[src/rtl/vsync_pkg.sv]
// Shared constants, lock-state encoding and helpers for the vsync conditioning path.
package vsync_pkg;

    localparam int unsigned SYNC_STAGES_DEF = 2;
    localparam int unsigned FILT_LEN_DEF    = 4;
    localparam int unsigned PERIOD_W_DEF    = 24;
    localparam int unsigned LOCK_TOL_DEF    = 16;
    localparam int unsigned LOCK_COUNT_DEF  = 3;

    // Period differences are evaluated at this width; PERIOD_W must not exceed DIFF_W-1.
    localparam int unsigned DIFF_W = 33;

    typedef logic [1:0] lock_state_t;

    localparam lock_state_t StIdle   = 2'd0;
    localparam lock_state_t StMeas   = 2'd1;
    localparam lock_state_t StTrack  = 2'd2;
    localparam lock_state_t StLocked = 2'd3;

    function automatic logic [DIFF_W-1:0] abs_diff(input logic [DIFF_W-1:0] a,
                                                  input logic [DIFF_W-1:0] b);
        return (a >= b) ? (a - b) : (b - a);
    endfunction

endpackage

[src/rtl/vsync_sync_filter.sv]
// Resynchronises the raw vsync pad and only follows a level held for FILT_LEN samples.
module vsync_sync_filter #(
    parameter int unsigned SYNC_STAGES = 2,
    parameter int unsigned FILT_LEN    = 4
) (
    input  logic clk,
    input  logic reset,
    input  logic vsync_raw,
    output logic vsync,
    output logic toggle
);

    localparam int unsigned CNT_W = (FILT_LEN > 1) ? $clog2(FILT_LEN) : 1;
    localparam logic [CNT_W-1:0] CNT_LAST = CNT_W'(FILT_LEN - 1);

    logic [SYNC_STAGES-1:0] sync_q;
    logic [CNT_W-1:0]       fcnt_q;
    logic [CNT_W-1:0]       fcnt_d;
    logic                   s;

    assign s = sync_q[SYNC_STAGES-1];

    // toggle is high in the cycle before vsync flips, so edge logic can act on the same edge.
    always_comb begin
        fcnt_d = '0;
        toggle = 1'b0;
        if (s != vsync) begin
            if (fcnt_q == CNT_LAST) begin
                toggle = 1'b1;
            end else begin
                fcnt_d = fcnt_q + CNT_W'(1);
            end
        end
    end

    always_ff @(posedge clk) begin
        if (reset) begin
            sync_q <= '0;
            fcnt_q <= '0;
            vsync  <= 1'b0;
        end else begin
            sync_q <= {sync_q[SYNC_STAGES-2:0], vsync_raw};
            fcnt_q <= fcnt_d;
            vsync  <= vsync ^ toggle;
        end
    end

endmodule

[src/rtl/vsync_conditioner.sv]
// Frame-sync conditioner: filtered vsync, edge pulses, frame-period measurement and lock.
module vsync_conditioner
    import vsync_pkg::*;
#(
    parameter int unsigned SYNC_STAGES = SYNC_STAGES_DEF,
    parameter int unsigned FILT_LEN    = FILT_LEN_DEF,
    parameter int unsigned PERIOD_W    = PERIOD_W_DEF,
    parameter int unsigned LOCK_TOL    = LOCK_TOL_DEF,
    parameter int unsigned LOCK_COUNT  = LOCK_COUNT_DEF
) (
    input  logic                clk,
    input  logic                reset,
    input  logic                vsync_raw,
    output logic                vsync,
    output logic                vs_rise,
    output logic                vs_fall,
    output logic [PERIOD_W-1:0] period,
    output logic                period_valid,
    output logic                locked
);

    localparam int unsigned MCNT_W = $clog2(LOCK_COUNT + 1);
    localparam logic [MCNT_W-1:0]   MCNT_LOCK = MCNT_W'(LOCK_COUNT);
    localparam logic [PERIOD_W-1:0] PCNT_MAX  = '1;

    logic                vsync_toggle;
    logic                rise_evt;
    logic                fall_evt;
    logic [PERIOD_W-1:0] pcnt_q;
    logic [PERIOD_W-1:0] prev_q;
    logic [PERIOD_W-1:0] prev_d;
    logic [PERIOD_W-1:0] period_d;
    logic [PERIOD_W-1:0] m;
    logic                sat;
    logic                period_match;
    logic                pv_d;
    logic [MCNT_W-1:0]   mcnt_q;
    logic [MCNT_W-1:0]   mcnt_d;
    lock_state_t         state_q;
    lock_state_t         state_d;

    vsync_sync_filter #(
        .SYNC_STAGES(SYNC_STAGES),
        .FILT_LEN   (FILT_LEN)
    ) u_sync_filter (
        .clk      (clk),
        .reset    (reset),
        .vsync_raw(vsync_raw),
        .vsync    (vsync),
        .toggle   (vsync_toggle)
    );

    assign rise_evt = vsync_toggle & ~vsync;
    assign fall_evt = vsync_toggle & vsync;

    assign sat          = (pcnt_q == PCNT_MAX);
    assign m            = sat ? PCNT_MAX : (pcnt_q + PERIOD_W'(1));
    assign period_match = !sat &&
        (abs_diff(DIFF_W'(m), DIFF_W'(prev_q)) <= DIFF_W'(LOCK_TOL));

    // While locked, prev holds the reference period so slow jitter cannot walk it away.
    always_comb begin
        state_d  = state_q;
        mcnt_d   = mcnt_q;
        prev_d   = prev_q;
        period_d = period;
        pv_d     = 1'b0;
        if (sat && (state_q != StIdle)) begin
            state_d = StIdle;
            mcnt_d  = '0;
        end else if (rise_evt) begin
            unique case (state_q)
                StIdle: state_d = StMeas;
                StMeas: begin
                    period_d = m;
                    pv_d     = 1'b1;
                    prev_d   = m;
                    mcnt_d   = '0;
                    state_d  = StTrack;
                end
                StTrack: begin
                    period_d = m;
                    pv_d     = 1'b1;
                    prev_d   = m;
                    if (period_match) begin
                        mcnt_d = mcnt_q + MCNT_W'(1);
                        if (mcnt_d == MCNT_LOCK) state_d = StLocked;
                    end else begin
                        mcnt_d = '0;
                    end
                end
                StLocked: begin
                    period_d = m;
                    pv_d     = 1'b1;
                    if (!period_match) begin
                        prev_d  = m;
                        mcnt_d  = '0;
                        state_d = StTrack;
                    end
                end
                default: state_d = StIdle;
            endcase
        end
    end

    always_ff @(posedge clk) begin
        if (reset) begin
            pcnt_q       <= '0;
            prev_q       <= '0;
            mcnt_q       <= '0;
            state_q      <= StIdle;
            period       <= '0;
            period_valid <= 1'b0;
            locked       <= 1'b0;
            vs_rise      <= 1'b0;
            vs_fall      <= 1'b0;
        end else begin
            if (rise_evt) begin
                pcnt_q <= '0;
            end else if (!sat) begin
                pcnt_q <= pcnt_q + PERIOD_W'(1);
            end
            prev_q       <= prev_d;
            mcnt_q       <= mcnt_d;
            state_q      <= state_d;
            period       <= period_d;
            period_valid <= pv_d;
            locked       <= (state_d == StLocked);
            vs_rise      <= rise_evt;
            vs_fall      <= fall_evt;
        end
    end

endmodule

[config.mk]
export PLATFORM = sky130hd
export DESIGN_NAME = vsync_conditioner
export DESIGN_NICKNAME = d
export VERILOG_FILES = /design/src/rtl/vsync_pkg.sv /design/src/rtl/vsync_sync_filter.sv /design/src/rtl/vsync_conditioner.sv
export SDC_FILE = /design/constraint.sdc
export NUM_CORES = 1
export LEC_CHECK = 0
export BUFFER_PORTS_ARGS = -buffer_cell sky130_fd_sc_hd__clkbuf_2
export CAP_MARGIN = 25
export CORE_MARGIN = 2
export CORE_UTILIZATION = 25
export DETAILED_ROUTE_END_ITERATION = 16
export MAX_ROUTING_LAYER = met4
export SYNTH_ARGS = -nofsm -noshare
export SYNTH_HDL_FRONTEND = slang
export SYNTH_SLANG_ARGS = --single-unit
[constraint.sdc]
create_clock -name clk -period 6.35 [get_ports clk]
set_clock_uncertainty 0.1 [all_clocks]
set_input_delay 0.635 -clock clk [delete_from_list [all_inputs] [get_ports clk]]
set_output_delay 0.635 -clock clk [all_outputs]
set_load 0.005 [all_outputs]
# ---- Yosys cells after proc, flatten, opt, wreduce, memory -nomap -nowiden
# Cells that the tools add are included.
dict set report word_totals {
  regBits 85
  input_bits 3
  wordCells 67
}
dict set report classes {
  n_addsub 5
  order_cmp 2
  n_eq_ne 9
  mux 16
  bitwise_logic 7
  n_reduce_logical 16
}
# op count
set ops {}
lappend ops {{24-bit by 24-bit subtractor with 25-bit output} 2}
lappend ops {{24-bit two-way mux} 2}
lappend ops {{24-bit case mux with 2 select lines} 1}
lappend ops {{33-bit by 5-bit less-or-equal comparator with 1-bit output (second input constant)} 1}
lappend ops {{33-bit two-way mux} 1}
lappend ops {{24-bit by 1-bit adder with 24-bit output (second input constant)} 1}
lappend ops {{24-bit equality test (second input constant)} 1}
lappend ops {{24-bit >= comparator} 1}
lappend ops {{2-bit two-way mux} 7}
lappend ops {{2-bit equality test (second input constant)} 5}
lappend ops {{3-bit OR reduction} 3}
lappend ops {{2-bit case mux with 4 select lines} 1}
lappend ops {{2-bit case mux with 3 select lines} 1}
lappend ops {{3-bit AND reduction} 2}
lappend ops {{2-bit OR reduction} 3}
lappend ops {{2-bit by 1-bit adder with 2-bit output (second input constant)} 2}
lappend ops {{1-bit NOT} 4}
lappend ops {{4-bit AND reduction} 1}
lappend ops {{2-bit nonzero test} 2}
lappend ops {{1-bit two-way mux} 3}
lappend ops {{3-bit nonzero test} 1}
lappend ops {{1-bit AND} 2}
lappend ops {{2-bit by 1-bit equality test with 1-bit output (second input constant)} 1}
lappend ops {{1-bit logical AND} 2}
lappend ops {{other kinds (5)} 5}

# ---- Depth between registers and ports, before layout
# Gate-level depths: netlist (run 1).
dict set report depth {
  ltp_word 11
  ltp_mapped 26
}

# ---- Modules after synthesis
# From an unflattened synthesis (run 1), not the netlist that was laid out.
dict set report unflattened {
  hier_cells 798
  hier_area_um2 6183.4
}
# mod n_inst cells_per_inst area_per_inst_um2 seq_area_each_um2
set modules_own_cells {}
lappend modules_own_cells {vsync_conditioner 1 783 6009.5 1601.5}
lappend modules_own_cells {vsync_sync_filter 1 15 173.9 100.1}

# ---- Worst setup path after synthesis (run 1)
# Ideal clock, no wire load.
dict set report synth_path {
  path_type {register -> register}
  from {register pcnt_q[0]}
  to {register prev_q[9]}
  arrival_ps 5289
  t_required_ps 6163
  slack_ps 875
  stages_incl_launch_ff 24
  path_buffers 5
  cell_sequence {dfxtp_1 -> ha_1 -> nand3_1 -> or3b_1 -> buf_2 -> nor4_1 -> clkbuf_1 -> nor2_1 -> inv_1 -> ha_1 -> buf_6 -> a21oi_1 -> o21ai_1 -> or2_2 -> o2111a_1 -> or3_1 -> nand3_1 -> nor4b_1 -> nor2_1 -> and4_1 -> buf_6 -> nand2b_4 -> buf_6 -> a221oi_2}
}
dict set report synth_via {
  elab_chain_len 8
}
# element line_no
set synth_rtl {}
lappend synth_rtl {{start, declared} vsync_conditioner.sv:29} ;# logic [PERIOD_W-1:0] pcnt_q;
lappend synth_rtl {{start signal, assigned} vsync_conditioner.sv:121} ;# pcnt_q <= pcnt_q + PERIOD_W'(1);
lappend synth_rtl {{24-bit by 1-bit adder with 24-bit output or 24-bit equality test (tied branches)} {vsync_conditioner.sv:57, vsync_conditioner.sv:56}}
lappend synth_rtl {{24-bit two-way mux *} vsync_conditioner.sv:57} ;# assign m = sat ? PCNT_MAX : (pcnt_q + PERIOD_W'(1));
lappend synth_rtl {{net m[8]} vsync_conditioner.sv:33} ;# logic [PERIOD_W-1:0] m;
lappend synth_rtl {{24-bit by 24-bit subtractor with 25-bit output or 24-bit >= comparator (tied branches)} vsync_pkg.sv:22} ;# return (a >= b) ? (a - b) : (b - a);
lappend synth_rtl {{33-bit two-way mux *} vsync_pkg.sv:22}
lappend synth_rtl {{33-bit by 5-bit less-or-equal comparator with 1-bit output *} vsync_conditioner.sv:59} ;# (abs_diff(DIFF_W'(m), DIFF_W'(prev_q)) <= DIFF_W'(LOCK_TOL));
lappend synth_rtl {{1-bit logical AND *} vsync_conditioner.sv:58} ;# assign period_match = !sat &&
lappend synth_rtl {{2-bit != test (no source line) *} n/a}
lappend synth_rtl {{4-bit AND reduction (no source line) *} n/a}
lappend synth_rtl {{end signal, assigned} vsync_conditioner.sv:123} ;# prev_q <= prev_d;
lappend synth_rtl {{end, declared} vsync_conditioner.sv:30} ;# logic [PERIOD_W-1:0] prev_q;
# The timed path passes the listed nets; every way through them passes the cells marked *. The select of a mux whose other input is x is not followed.
# A chain may end at the register's enable or synchronous reset.

# ---- Worst setup path after layout (run 1)
dict set report layout_path {
  from {register pcnt_q[0]}
  to {register prev_q[3]}
}
# Same word-level chain as after synthesis.

==> results of run 1 <==
-- power groups by stage --
stage          Sequential, µW  Combinational, µW  Clock (µW)
6_report                  537                260         608
5_1_grt                   537                283         641
4_1_cts                   537                253         622
3_5_place_dp              549                252           0
3_3_place_gp              549                256           0
2_1_floorplan             549                189           0
-- final timing paths --
check                           from  slack [ps]                       to
max reg2reg                pcnt_q[0]         320                prev_q[3]
min reg2reg  u_sync_filter.fcnt_q[0]         320  u_sync_filter.fcnt_q[0]
max                        pcnt_q[0]         320                prev_q[3]
min          u_sync_filter.fcnt_q[0]         320  u_sync_filter.fcnt_q[0]
-- registers in the layout, indices dropped and copies added, names as in the netlist, named ones only --
name	count
pcnt_q	24
vs_fall	1
mcnt_q	2
period_valid	1
u_sync_filter.fcnt_q	2
state_q	2
locked	1
u_sync_filter.sync_q	2
vs_rise	1
period	24
prev_q	24
-- Yosys cell counts, types with 7 or more instances --
cell,n
nor2_1,112
dfxtp_1,85
a21oi_1,71
inv_1,60
ha_1,51
nand2_1,49
o21ai_0,39
clkbuf_1,29
a211oi_1,26
nand3_1,21
a21o_1,18
and3_1,16
nand4_1,16
xnor2_1,16
xor2_1,16
nor3_1,14
and2_1,12
a221oi_2,10
o31ai_1,10
buf_2,9
nand2b_1,9
nor2b_1,9
o21bai_1,9
nor4_1,8
o211ai_1,8
o22ai_1,8
and4_1,7
or2_2,7
-- through the flow --
stage | cell area, µm² | total power [µW] | setup WS [ps] | util
after CTS | 7250 | 1410 | 255 | 0.287
after floorplan | 6440 | 738 | 875 | -
after global placement | 6910 | 805 | 370 | 0.273
final | 7310 | 1400 | 316 | 0.289
after global routing | 7310 | 1460 | 6.70 | 0.289
after detailed placement | 6910 | 801 | 286 | 0.273
-- final cells by class --
type | count | area [µm²] | share of cell area
Multi-Input combinational cell | 646 | 4320 | 0.591
Inverter | 60 | 225 | 0.0308
Clock inverter | 7 | 123 | 0.0168
Clock buffer | 9 | 225 | 0.0308
Sequential cell | 85 | 1700 | 0.233
Timing Repair Buffer | 50 | 305 | 0.0418
Tap cell | 330 | 413 | 0.0565
-- kinds of logic after synthesis --
family / Yosys count / synth area share
xor gates and xnor gates: 32 / 0.0435
and+or+nand+nor: 305 / 0.237
DFF: 85 / 0.264
muxes: 7 / 0.0111
adders and majority gates: 51 / 0.0991
AOI/OAI and AO/OA: 250 / 0.272
buffers and inverters: 108 / 0.0723
-- timing repair --
item,in CTS,in global routing
setup endpoints to repair,0,28
setup buffers,0,0
resized for setup,0,7
hold buffers,0,0
-- per-layer routing --
| layer | vias up | track usage | share of wire |
|---|---|---|---|
| met2 | 171 | 0.228 | 0.45 |
| met3 | 22 | 0.0166 | 0.043 |
| li1 | 3046 | - | - |
| met5 | - | - | 0 |
| met4 | 0 | 0.0423 | 0.017 |
| met1 | 2831 | 0.198 | 0.49 |
-- worst register-to-register path, stage by stage, from the launching register on --
cell	delay [ps]
dfxtp_1	390
ha_1	210
nand3_1	150
or3b_1	560
or4_4	710
and2_1	240
inv_1	80
ha_1	360
a21oi_1	300
o2bb2ai_1	140
a311oi_1	640
o211a_1	290
o21ai_0	190
o2111a_1	200
a211oi_1	310
nor2_1	80
and4_1	260
nand2b_2	380
a221oi_2	350
==> run metrics, run 1 <==
Async S/R FF share, synth 0; sequential share of the synthesized area 0.264; vias in the first global route 5800; GRT overflow 0; Internal Pwr Total 1030 µW; Top delay family on crit path compound AO/OA/AOI/OAI gates; Via density 5.11; Final ANT Viol Nets 0; Post-Syn Instances 838; combinational share of power 0.185; WP buf/inv 1; Clock Sinks 85; pwr/cell area 192 nW/µm²; crit path DAT 6190 ps; Max-cap violations 0; Post-Syn Area per Cell 7.68 µm²; DRC viols 0; initial core utilization 0.255; status complete, no violations; diode count 0; first-pass GRT wire length 30900 µm; Psw 377 µW; Area Growth Syn to Fin 13.6%; Worst Path Required 6510 ps; number of fill cells in the layout 2796; largest net degree at the start of global routing 67; Die W 164 µm; num ports 32; GP Congestion 0.963; RSZ-0062 raised after global routing no; VDD IR max 0.182 mV; post-synth top area share 0.264; wirelength, routed 18900 µm; worst path cell trace ha_1 -> nand3_1 -> or3b_1 -> or4_4 -> and2_1 -> inv_1 -> ha_1 -> a21oi_1 -> o2bb2ai_1 -> a311oi_1 -> o211a_1 -> o21ai_0 -> o2111a_1 -> a211oi_1 -> nor2_1 -> and4_1 -> nand2b_2 -> a221oi_2; Critical Path End Type register; Worst-Margin Slew 800 ps; dpl hpwl 14700 µm; depth of the CTS H-tree 3; WP depth 18; CTS tree yes; post-route insts no fill 1187; Tot GR Track Use 0.146; Seq pwr share 0.382; sw frac 0.268; Syn Nets 892; Hold Path Cell Cnt 1; Worst slew margin 0.463; most used cell, CP ha_1; Synth Cell Area 6440 µm²; Post-synth EDFFs 0; Final period util 0.950; CP max stage cell or4_4; fin. max-slew vios 0; worst skew pair latency 340 ps; Sum Neg Setup Slack 0 ps; DR iter-0 viols 339; Main synth FF type dfxtp_1; drt pass-1 iters 5; clock network power share 0.433; leakage 0.00318 µW; CP peak stage delay 710 ps; CTS root buf clkbuf_16; core footprint 25300 µm²; Reg clk slew, reported paths 60 ps; Placed Cells 1169; Clock Path Buffers 2; Yosys top cell by area dfxtp_1; Synthesis Warnings 0; fraction of layout cells with a size suffix above 1 0.128; FF+latch count, synth 85; Rows 58; most common cell after layout, fill and taps aside nor2_1; cts bufs inserted 9; Die Area 27000 µm²; PortBufs 31; fmax 166 MHz; die height 164 µm; fin crit period 6030 ps; R2R cell count 18; commonest cells after routing, fill and taps aside nor2_1 (112), dfxtp_1 (85), a21oi_1 (71), inv_1 (60); final number of setup-violating endpoints 0; Vias 6070; Worst Hold Slack 320 ps; CP startpoint kind register; Worst Path Max Fanout 17; Hold WC Path Type reg2reg; synth unique cells 72; largest cells by area after synthesis dfxtp_1 (26%), ha_1 (9.9%), nor2_1 (6.5%), a21oi_1 (5.5%), inv_1 (3.5%); Crit Path Class reg2reg; DR WL/cell 15.9 µm; initial antenna violation count 0; fin nets 906; Final Hold Vio Count 0
Power figures use the tool's default switching activity.
==> run 2, diff against run 1 <==
clock period = 6.3 ns   (was 6.35 ns; I/O delays follow)
==> run metrics, run 2 (same netlist as run 1, synthesis figures left out) <==
num ports 32 (unchanged); pwr/cell area 185 nW/µm² (-3.6%); CP peak stage delay 680 ps (-30 ps); DR WL/cell 16.0 µm (+0.43%); Clock Path Buffers 2 (unchanged); GP Congestion 0.922 (-4.3%); diode count 0 (unchanged); Critical Path End Type register; depth of the CTS H-tree 3 (unchanged); number of fill cells in the layout 2789 (-0.25%); worst path cell trace ha_1 -> nand3_1 -> or3b_4 -> or4_4 -> and2_1 -> inv_1 -> ha_1 -> nand4_1 -> or4_1 -> o31ai_2 -> a21oi_1 -> nand2_1 -> buf_4 -> nor3_1 -> o31ai_1 -> nor4_1 -> and4_1 -> nand2b_2 -> a221oi_2; CTS root buf clkbuf_16; final instance area 7290 µm² (-0.29%); WP buf/inv 2 (+1); hold buffers post-CTS 0 (unchanged); Worst Path Max Fanout 17 (unchanged); status complete, no violations; core footprint 25300 µm² (unchanged); leakage 0.00317 µW (-0.12%); commonest cells after routing, fill and taps aside nor2_1 (112), dfxtp_1 (85), a21oi_1 (71), inv_1 (60), nand2_1 (49); largest net degree at the start of global routing 67 (unchanged); Worst Path Required 6460 ps (-50 ps); Clock Sinks 85 (unchanged); Crit Path Class reg2reg; Finished Core Util 0.289 (-0.000842); worst skew pair latency 340 ps (about the same); Multi-input gate area 4330 µm² (+0.20%); fin crit period 5860 ps (-177 ps); fin worst setup slack 443 ps (+127 ps); Sum Neg Setup Slack 0 ps (unchanged); Vias 6172 (+1.7%); wirelength, routed 19000 µm (+0.60%); dpl hpwl 14500 µm (-0.79%); CP startpoint kind register; Max-cap violations 0 (unchanged); initial antenna violation count 0 (unchanged); cts bufs inserted 9 (unchanged); most used cell, CP ha_1; register area 1700 µm² (unchanged); Largest regs pcnt_q x24, period x24, prev_q x24; Reg clk slew, reported paths 70 ps (about the same); Die W 164 µm (unchanged); fraction of layout cells with a size suffix above 1 0.133 (+0.00436); pre-CTS WS 300 ps (+14.1 ps); fin nets 908 (+0.22%); crit path DAT 6010 ps (-180 ps); first-pass GRT wire length 30200 µm (-2.2%); Final ANT Viol Nets 0 (unchanged); Area Growth Syn to Fin 13.2%; CP max stage cell or4_4; Worst slew margin 0.300 (-0.163); initial core utilization 0.255 (unchanged); Final Hold Vio Count 0 (unchanged); Top delay family on crit path simple AND/OR/NAND/NOR gates; fin. max-slew vios 0 (unchanged); CTS tree yes; Via density 5.19 (+1.5%); PortBufs 31 (unchanged); fmax 171 MHz (+3.0%); Hold WC Path Type reg2reg; GRT overflow 0 (unchanged); final number of setup-violating endpoints 0 (unchanged); Die Area 27000 µm² (unchanged); die height 164 µm (unchanged); RSZ-0062 raised after global routing no; Final period util 0.930 (-0.0206); drt pass-1 iters 5 (unchanged); VDD IR max 0.190 mV (+4.6%); Worst-Margin Slew 1050 ps (+251 ps); DRC viols 0 (unchanged); vias in the first global route 5691 (-1.9%); placed cell area 6930 µm² (+0.33%); Tot GR Track Use 0.143 (-0.00327); most common cell after layout, fill and taps aside nor2_1; DR iter-0 viols 484 (+43%); Rows 58 (unchanged)
-- run 2: where the power goes --
part	total [µW]	internal (µW)	switching (µW)
clock network	545	321	225
logic	264	108	156
registers	541	540	1.87
-- run 2: metal layers --
| layer | global-route usage | up-vias | part of all wire |
|---|---|---|---|
| met5 | - | - | 0 |
| met4 | 0.0447 | 0 | 0.018 |
| met3 | 0.0183 | 24 | 0.047 |
| met2 | 0.218 | 187 | 0.44 |
| met1 | 0.195 | 2915 | 0.49 |
| li1 | - | 3046 | - |
-- run 2: path summary, 6_finish.rpt --
path | startpoint | endpoint | slack [ps] | depth (start not counted)
setup / recovery | pcnt_q[0] | prev_q[3] | 440 | 19
hold / removal | u_sync_filter.fcnt_q[0] | u_sync_filter.fcnt_q[0] | 320 | 1
setup reg to reg | pcnt_q[0] | prev_q[3] | 440 | 19
hold reg to reg | u_sync_filter.fcnt_q[0] | u_sync_filter.fcnt_q[0] | 320 | 1
-- run 2: what timing repair did --
| action | 4_1_cts | 5_1_grt |
|---|---|---|
| buffers inserted | 0 | 0 |
| endpoints found under the setup margin | 0 | 27 |
| gates resized for setup | 0 | 9 |
-- run 2: layout make-up --
type | instances | share of cell area
clock buffer | 10 | 0.0328
clock inverter | 6 | 0.00979
inverter | 60 | 0.0309
multi-input combinational | 646 | 0.593
sequential | 85 | 0.233
tap | 330 | 0.0567
timing repair buffer | 52 | 0.0429
-- run 2: through the flow --
stage	hold slack, ps	power (µW)	instances
3_3_place_gp	310	807	1172
4_1_cts	326	1350	1188
5_1_grt	337	1400	1189
3_5_place_dp	316	806	1172
6_report	319	1350	1189
2_1_floorplan	297	744	838
==> run 3, diff against run 2 <==
BUFFER_PORTS_ARGS = unset   (was -buffer_cell sky130_fd_sc_hd__clkbuf_2)
DONT_BUFFER_PORTS = 1   (was unset)
==> run metrics, run 3 (same netlist as run 1, synthesis figures left out) <==
status complete, no violations; GP Congestion 0.908 (-1.4%); Largest regs pcnt_q x24, period x24, prev_q x24; largest net degree at the start of global routing 67 (unchanged); Top delay family on crit path simple AND/OR/NAND/NOR gates; first-pass GRT wire length 30400 µm (+0.78%); Sum Neg Setup Slack 0 ps (unchanged); busiest grt layer met2; fin. max-slew vios 0 (unchanged); VDD IR max 0.147 mV (-23%); Rows 58 (unchanged); Clock Path Buffers 2 (unchanged); WP buf/inv 1 (-1); vias in the first global route 5724 (+0.58%); Final Hold Vio Count 0 (unchanged); Crit Path Class reg2reg; CTS root buf clkbuf_16; pwr/cell area 187 nW/µm² (+0.65%); most common cell after layout, fill and taps aside nor2_1; post-route insts no fill 1158 (-2.6%); met1 global-route usage 0.197 (+0.00163); drt pass-1 iters 5 (unchanged); R2R cell count 18 (-1); commonest cells after routing, fill and taps aside nor2_1 (112), dfxtp_1 (85), a21oi_1 (70), inv_1 (60), nand2_1 (49); fin nets 878 (-3.3%); Worst Path Required 6450 ps (about the same); depth of the CTS H-tree 3 (unchanged); routing usage on met2 0.221 (+0.00228); fin crit period 5960 ps (+98.8 ps); Die Area 27000 µm² (unchanged); wirelength, routed 18600 µm (-2.3%); setup repair bufs after CTS 0 (unchanged); Area Growth Syn to Fin 10.8%; dpl hpwl 14500 µm (about the same); Reg clk slew, reported paths 60 ps (about the same); CP max stage cell or4_4; diode count 0 (unchanged); number of fill cells in the layout 2783 (-0.22%); DRC viols 0 (unchanged); final number of setup-violating endpoints 0 (unchanged); Critical Path End Type register; crit path DAT 6110 ps (+100 ps); met3 Use GR 0.0168 (-0.00151); Via density 5.17 (-0.43%); DR WL/cell 16.0 µm (+0.33%); Max-cap violations 0 (unchanged); core footprint 25300 µm² (unchanged); overall power 1330 µW (-1.5%); Worst Path Max Fanout 17 (unchanged); Die W 164 µm (unchanged); num ports 32 (unchanged); PortBufs 0 (-100%); Vias 5985 (-3.0%); Clock Sinks 85 (unchanged); Final period util 0.945 (+0.0157); CP startpoint kind register; Final ANT Viol Nets 0 (unchanged); Worst slew margin 0.534 (+0.235); initial antenna violation count 0 (unchanged); worst path cell trace ha_1 -> nand3_1 -> or3b_4 -> or4_4 -> and2_1 -> inv_1 -> ha_1 -> nand2_1 -> or4_1 -> o31ai_2 -> a21oi_1 -> nand2_1 -> mux2_2 -> nor4b_2 -> nor2_1 -> and4_2 -> nand2b_2 -> a221oi_2; RSZ-0062 raised after global routing no; Tot GR Track Use 0.144 (+0.00104); fraction of layout cells with a size suffix above 1 0.101 (-0.0313); fmax 168 MHz (-1.7%); WP depth 18 (-1); Hold Path Cell Cnt 1 (unchanged); DR iter-0 viols 429 (-11%); die height 164 µm (unchanged); Worst Hold Slack 260 ps (-59.7 ps); cts bufs inserted 9 (unchanged); Worst-Margin Slew 697 ps (-354 ps); CTS tree yes; leakage 0.00304 µW (-4.3%); CP peak stage delay 680 ps (about the same); initial core utilization 0.255 (unchanged); worst skew pair latency 340 ps (about the same); Placed Cells 1141 (-2.6%); Hold WC Path Type in2reg; GRT overflow 0 (unchanged)
-- run 3: metrics by stage --
step	setup WS, ps	instance area [µm²]	utilization
floorplan	825	6440	-
global placement	127	6770	0.268
detailed placement	130	6770	0.268
CTS	88.8	7070	0.280
global route	5.99	7130	0.283
finish	344	7130	0.283
-- run 3: where the power goes --
part / leakage [µW] / total [µW] / switching, µW / internal (µW)
registers: 0.000685 / 542 / 1.84 / 540
logic: 0.00221 / 258 / 148 / 109
clock network: 0.000147 / 531 / 207 / 325
-- run 3: worst paths after layout --
| path | start | end | slack (ps) |
|---|---|---|---|
| setup reg to reg | pcnt_q[0] | prev_q[3] | 340 |
| hold reg to reg | u_sync_filter.fcnt_q[0] | u_sync_filter.fcnt_q[0] | 320 |
| setup / recovery | pcnt_q[0] | prev_q[3] | 340 |
| hold / removal | reset | u_sync_filter.sync_q[0] | 260 |
-- run 3: area by class of cell --
type	instances	area, µm²	area share
multi-input cells	646	4320	0.606
well taps	330	413	0.0579
clock buffers	11	253	0.0354
repair buffers	22	173	0.0242
inverters	60	225	0.0316
clock inverters	4	47.5	0.00666
flip-flops and latches	85	1700	0.239
-- run 3: routing by layer --
| layer | vias up | wire length (µm) |
|---|---|---|
| met5 | - | 0 |
| met4 | 0 | 397 |
| met3 | 30 | 871 |
| met2 | 153 | 8360 |
| met1 | 2818 | 8950 |
| li1 | 2984 | - |
-- run 3: timing repair --
| item | CTS | global route |
|---|---|---|
| hold buffers | 0 | 0 |
| resized for setup | 0 | 10 |
| endpoints found under the setup margin | 0 | 28 |
